==> config.mk <==
export PLATFORM = sky130hd
export DESIGN_NAME = pixel_sweep_gen_flat
export DESIGN_NICKNAME = d
export VERILOG_FILES = /design/src/rtl/pixel_sweep_gen_if.sv /design/src/rtl/pixel_sweep_gen.sv /design/src/flat_wrapper.sv
export SDC_FILE = /design/constraint.sdc
export NUM_CORES = 1
export LEC_CHECK = 0
export BUFFER_PORTS_ARGS = -buffer_cell sky130_fd_sc_hd__buf_4
export CAP_MARGIN = 20
export CORE_MARGIN = 5
export CORE_UTILIZATION = 57
export CTS_BUF_LIST = sky130_fd_sc_hd__clkbuf_16
export DETAILED_ROUTE_END_ITERATION = 10
export PLACE_DENSITY = 0.84
export SYNTH_ARGS = -nofsm -noshare
export SYNTH_HDL_FRONTEND = slang
export SYNTH_SLANG_ARGS = --single-unit
==> constraint.sdc <==
create_clock -name clk -period 3.9 [get_ports clk]
set_input_delay 0.39 -clock clk [delete_from_list [all_inputs] [get_ports clk]]
set_output_delay 0.39 -clock clk [all_outputs]
set_load 0.05 [all_outputs]
==> src/rtl/pixel_sweep_gen_if.sv <==
// Pixel write port between pixel_sweep_gen and a downstream neopixel writer.
// The writer captures color/address on the rising edge of color_clock.
interface pixel_sweep_gen_if;
  logic [23:0] color;
  logic [15:0] address;
  logic        color_clock;
  logic        frame_done;

  modport master (
    output color,
    output address,
    output color_clock,
    output frame_done
  );

  modport slave (
    input color,
    input address,
    input color_clock,
    input frame_done
  );
endinterface

==> src/rtl/pixel_sweep_gen.sv <==
// Sweeps a fixed colour palette across NUM_LEDS pixels, one write per tick.
// Optional brightness scaling is compiled in with PIXEL_SWEEP_BRIGHTNESS_EN.
module pixel_sweep_gen #(
  parameter int unsigned NUM_LEDS = 64,
  parameter int unsigned TICK_DIV = 131072
) (
  input  logic               clk,
  input  logic               rst,
  input  logic               enable,
  input  logic [7:0]         brightness,
  output logic               led,
  pixel_sweep_gen_if.master  wr
);

  localparam int unsigned TICK_W = (TICK_DIV > 1) ? $clog2(TICK_DIV) : 1;
  localparam logic [TICK_W-1:0] TICK_MAX = TICK_W'(TICK_DIV - 1);
  localparam logic [15:0] LAST_ADDR = 16'(NUM_LEDS - 1);
  localparam logic [2:0]  LAST_PAL  = 3'd6;

  typedef enum logic [2:0] {
    S_IDLE,
    S_SETUP,
    S_STROBE,
    S_RELEASE,
    S_ADVANCE
  } state_t;

  state_t            state;
  logic [TICK_W-1:0] tick_cnt;
  logic              tick;
  logic              strobe_second;
  logic [2:0]        pal_idx;
  logic [23:0]       next_color;

  function automatic logic [23:0] palette(input logic [2:0] idx);
    case (idx)
      3'd0:    return 24'hFF0000;
      3'd1:    return 24'h00FF00;
      3'd2:    return 24'h0000FF;
      3'd3:    return 24'hFFFF00;
      3'd4:    return 24'h00FFFF;
      3'd5:    return 24'hFF00FF;
      3'd6:    return 24'h010101;
      default: return 24'hFF0000;
    endcase
  endfunction

`ifdef PIXEL_SWEEP_BRIGHTNESS_EN
  // (ch * (b+1)) >> 8; the product peaks at 255*256 so 16 bits suffice
  function automatic logic [7:0] scale(input logic [7:0] ch, input logic [7:0] b);
    logic [15:0] prod;
    prod = 16'(ch) * (16'(b) + 16'd1);
    return prod[15:8];
  endfunction

  always_comb begin
    next_color = palette(pal_idx);
    next_color = {scale(next_color[23:16], brightness),
                  scale(next_color[15:8],  brightness),
                  scale(next_color[7:0],   brightness)};
  end
`else
  logic unused_brightness;
  assign unused_brightness = ^brightness;
  assign next_color        = palette(pal_idx);
`endif

  assign tick = enable && (tick_cnt == TICK_MAX);

  // Tick divider and heartbeat; the count freezes while disabled
  always_ff @(posedge clk) begin
    if (rst) begin
      tick_cnt <= '0;
      led      <= 1'b0;
    end else if (enable) begin
      if (tick) begin
        tick_cnt <= '0;
        led      <= ~led;
      end else begin
        tick_cnt <= tick_cnt + TICK_W'(1);
      end
    end
  end

  // Write sequencer; a tick seen outside IDLE is simply dropped
  always_ff @(posedge clk) begin
    if (rst) begin
      state          <= S_IDLE;
      strobe_second  <= 1'b0;
      pal_idx        <= '0;
      wr.address     <= '0;
      wr.color       <= 24'hFF0000;
      wr.color_clock <= 1'b0;
      wr.frame_done  <= 1'b0;
    end else begin
      case (state)
        S_IDLE: begin
          if (tick) begin
            state    <= S_SETUP;
            wr.color <= next_color;
          end
        end
        S_SETUP: begin
          state          <= S_STROBE;
          strobe_second  <= 1'b0;
          wr.color_clock <= 1'b1;
        end
        S_STROBE: begin
          if (!strobe_second) begin
            strobe_second <= 1'b1;
          end else begin
            state          <= S_RELEASE;
            wr.color_clock <= 1'b0;
          end
        end
        S_RELEASE: begin
          state <= S_ADVANCE;
          if (wr.address == LAST_ADDR) begin
            wr.address    <= '0;
            wr.frame_done <= 1'b1;
            pal_idx       <= (pal_idx == LAST_PAL) ? 3'd0 : pal_idx + 3'd1;
          end else begin
            wr.address <= wr.address + 16'd1;
          end
        end
        S_ADVANCE: begin
          state         <= S_IDLE;
          wr.frame_done <= 1'b0;
        end
        default: begin
          state <= S_IDLE;
        end
      endcase
    end
  end

endmodule
==> src/flat_wrapper.sv <==
// flat-port wrapper written by rule: the top's interface ports become plain ports
module pixel_sweep_gen_flat 
#(
  parameter int unsigned NUM_LEDS = 64,
  parameter int unsigned TICK_DIV = 131072
)
  (clk, rst, enable, brightness, led, wr_color, wr_address, wr_color_clock, wr_frame_done);
  pixel_sweep_gen_if wr_i ();
  input  logic clk;
  input  logic rst;
  input  logic enable;
  input  logic [7:0] brightness;
  output logic led;
  output wire logic [$bits(wr_i.color)-1:0] wr_color;
  output wire logic [$bits(wr_i.address)-1:0] wr_address;
  output wire logic [$bits(wr_i.color_clock)-1:0] wr_color_clock;
  output wire logic [$bits(wr_i.frame_done)-1:0] wr_frame_done;
  assign wr_color = wr_i.color;
  assign wr_address = wr_i.address;
  assign wr_color_clock = wr_i.color_clock;
  assign wr_frame_done = wr_i.frame_done;
  pixel_sweep_gen #(.NUM_LEDS(NUM_LEDS), .TICK_DIV(TICK_DIV)) u_core (.clk(clk), .rst(rst), .enable(enable), .brightness(brightness), .led(led), .wr(wr_i));
endmodule
==> results.txt <==
----------------------------------------------------
[Outcome]
  Run status ... finished clean

[Setup path]
  CP startpoint kind ... flop
  Cell-by-cell listing of the critical path ... nand4_1, nor2_1, nand2_1, nor3_1, ha_1, nand2_1, nor4_2, mux2i_1, nor2_1
  Kind of capture point of the worst setup path ... flop
  Total buffers and inverters traversed by the critical path ... 0
  Data arrival time of the critical path ... 2.75 ns
  Crit path kind ... reg -> reg
  Register-to-Register Setup Slack ... 1.32 ns
  Largest delay share family, worst path ... simple AND/OR/NAND/NOR gates
  Slowest cell delay on critical path ... 0.67 ns
  Critical Path Fanout Max ... 10
  Required time at the endpoint of the critical path ... 4.07 ns
  Slowest library cell on the worst path ... sky130_fd_sc_hd__nor4_2

[Global route]
  Maximum number of pins on one net before global-route repair ... 23
  Antenna violations before repair ... 0
  Number of global-route vias before repair ... 1668
  Wire length of the first global-routing pass ... 7.40 mm
  GRT Util Overall ... 0.169
  Overflow after GRT ... 0

[Finish]
  Most frequent cells in the layout ... 49 x sky130_fd_sc_hd__dfxtp_1, 48 x sky130_fd_sc_hd__nor2_1, 45 x sky130_fd_sc_hd__buf_4
  End-of-flow core utilization ... 0.672
  Commonest non-fill, non-tap cell in the layout ... sky130_fd_sc_hd__dfxtp_1
  Fraction of final layout cells with drive strength greater than 1 ... 0.192
  Area grow syn2layout ... 14.1%
  Final net count ... 313
  Total area of sequential cells ... 981 um2
  Total of fill cells in the finished design ... 330
  Number of antenna cells inserted ... 0
  Area occupied by multi-input gates ... 1150 um2
  Fin area ... 2690 um2

[STA]
  Min Clock Period, post-route ... 2.58 ns
  Worst Skew ... 0.00290 ns
  Final-report setup violation count ... 0
  Remaining max-slew budget at the tightest pin ... 0.428
  Max frequency ... 387 MHz
  Setup TNS Final ... 0 ns
  Count of endpoints failing hold in the final timing report ... 0
  Post-route worst setup slack ... 1.32 ns
  Fin. max-slew vios ... 0
  Setup repair after global routing missed its margin ... no
  Post-route clock period utilization ... 0.662
  Slew at the pin closest to its max-slew limit ... 0.852 ns

[Pwr]
  Fraction of power spent switching nets ... 0.195
  Net switching power of the design ... 0.000178 W
  Power after layout ... 0.000915 W
  Cell leakage power ... 1.02 nW
  Areal power density over the cells ... 340 nW/um2
  Seq pwr share ... 0.552
  Total internal power ... 0.000737 W
  Logic pwr share ... 0.018
  Share of total power in the clock network ... 0.430
  Largest voltage drop on the vdd net ... 217 uV

[Synthesis]
  Mapped Area ... 2360 um2
  Sequential share of the synthesized area ... 0.416
  Cell taking the most area after synthesis ... sky130_fd_sc_hd__dfxtp_1
  Biggest area contributors in the synthesized netlist ... sky130_fd_sc_hd__dfxtp_1 42%, sky130_fd_sc_hd__nor2_1 7.6%, sky130_fd_sc_hd__xnor2_1 7.1%
  Post-synthesis register bit count ... 49
  Post-synthesis area per instance ... 8.51 um2
  Number of standard cells after synthesis ... 277
  Number of warning messages in the yosys log ... 0
  Area share of the largest cell type after synthesis ... 0.416
  Synth Flop Type ... sky130_fd_sc_hd__dfxtp_1
  Number of flops mapped to enable cells by yosys ... 0
  Async set-or-reset flop fraction in the synthesized netlist ... 0
  Number of nets produced by synthesis ... 292
  Unique masters post-synth ... 41

[Route]
  Routed wire length ... 4.41 mm
  Met2 wire length ... 2.06 mm
  Routed wire length on met3 ... 303 um
  Ratio of routed vias to standard cells ... 5.48
  Vias post-DR ... 1901
  Detailed-route wire length per cell ... 12.7 um
  First-iteration detailed-routing DRC count ... 87
  Top metal layer carrying routed signals ... met4
  Post-route met1 wirelength ... 1.99 mm
  DRC violation count after routing ... 0
  Post-route ant nets ... 0
  DR pass1 iterations ... 5

[Floorplanning]
  Boundary Pins ... 54
  Std cell rows ... 23
  Full die area ... 5520 um2
  CORE AREA ... 4000 um2
  Starting density of the core ... 0.589
  Vert. Die Dim ... 74.3 um
  Horizontal die dimension ... 74.3 um

[Placed design]
  Global placement routability congestion ... 0.770
  # port buffers ... 45
  Worst slack at placement ... 1.36 ns
  Cell area after placement ... 2560 um2
  Dpl hpwl ... 3.15 mm

[Clock network]
  Number of clock buffers inserted by TritonCTS ... 5
  Number of hold buffers added after CTS ... 0
  TritonCTS clock tree ... yes
  Total number of clock tree sinks ... 49
  Clk slew on worst S/H paths ... 0.06 ns
  Library cell used as clock root buffer ... sky130_fd_sc_hd__clkbuf_16
  Number of cells upsized or downsized after cts ... 0
  CTS H-tree depth ... 2
  Setup Fix Bufs, Post-CTS ... 0
  Insertion delay to the later sink of the worst-skew pair ... 0.28 ns
  Bufs on Longest Clock Path ... 2

[Flow run]
  Maximum Capacitance Violations ... 0

[Worst hold path]
  Worst min-delay path category ... in -> reg

----------------------------------------------------
[cell type report]
cell class	count	area share
flip-flops and latches	49	0.365
clock inverters	1	0.00186
multi-input cells	190	0.428
inverters	7	0.00977
repair buffers	45	0.126
well taps	50	0.0233
clock buffers	5	0.0465
[layer usage]
metal	global-route usage	up-vias
met5	0	-
li1	-	974
met3	0.0432	6
met1	0.214	871
met4	0.0534	0
met2	0.281	50
[flip-flops by register name (all words and copies together) (netlist names)]
signal and flops:
u_core.wr.color 6, u_core.wr.color_clock 1, u_core.wr.address 16, u_core.tick_cnt 17
u_core.pal_idx 3, u_core.strobe_second 1, u_core.wr.frame_done 1, u_core.state 3
u_core.led 1
[tightest hold or removal path, cell delays in order]
cell and delay (ns):
sky130_fd_sc_hd__buf_4 0.13, sky130_fd_sc_hd__xnor2_1 0.07, sky130_fd_sc_hd__nor2_1 0.08
[synthesized netlist by cell type (4+ instances only)]
library cell / number
sky130_fd_sc_hd__xnor2_1: 19
sky130_fd_sc_hd__nor2_1: 48
sky130_fd_sc_hd__buf_4: 19
sky130_fd_sc_hd__xor2_1: 7
sky130_fd_sc_hd__clkbuf_1: 8
sky130_fd_sc_hd__o21ai_0: 7
sky130_fd_sc_hd__nor4_1: 10
sky130_fd_sc_hd__mux2i_1: 4
sky130_fd_sc_hd__inv_1: 7
sky130_fd_sc_hd__dfxtp_1: 49
sky130_fd_sc_hd__nor3_1: 11
sky130_fd_sc_hd__nand4_1: 10
sky130_fd_sc_hd__nand2_1: 15
sky130_fd_sc_hd__a21oi_1: 16
sky130_fd_sc_hd__nand3_1: 7
sky130_fd_sc_hd__ha_1: 4
[cells by family after synthesis]
group,share of synthesized area
simple gates,0.264
buf+inv,0.0955
mux,0.0170
compound gates,0.0892
xor+xnor,0.0966
flops,0.416
fa+ha+maj,0.0212
[metrics by stage]
stage | hold slack (ns) | cells
floorplan | 0.465 | 277
global placement | 0.462 | 341
detailed placement | 0.474 | 341
CTS | 0.420 | 347
global route | 0.430 | 347
finish | 0.426 | 347
[path summary, 6_finish.rpt]
| kind | startpoint | depth (start not counted) | to |
|---|---|---|---|
| setup / recovery | u_core.tick_cnt[7]$_SDFFE_PP0P_ | 9 | u_core.wr.color[7]$_SDFFE_PP0P_ |
| hold / removal | enable | 3 | u_core.tick_cnt[0]$_SDFFE_PP0P_ |
| setup reg to reg | u_core.tick_cnt[7]$_SDFFE_PP0P_ | 9 | u_core.wr.color[7]$_SDFFE_PP0P_ |
| hold reg to reg | u_core.wr.color[16]$_SDFFE_PP1P_ | 2 | u_core.wr.color[16]$_SDFFE_PP1P_ |
[power by group through the flow]
| stage | sequential, W | clock [W] | combinational [W] |
|---|---|---|---|
| final | 0.000505 | 0.000394 | 0.0000164 |
| after global routing | 0.000505 | 0.000427 | 0.0000184 |
| after CTS | 0.000505 | 0.000404 | 0.0000168 |
| after detailed placement | 0.000516 | 0 | 0.0000168 |
| after global placement | 0.000516 | 0 | 0.0000167 |
| after floorplan | 0.000515 | 0 | 0.0000136 |
Note: power is estimated with default switching activity, not from simulation.
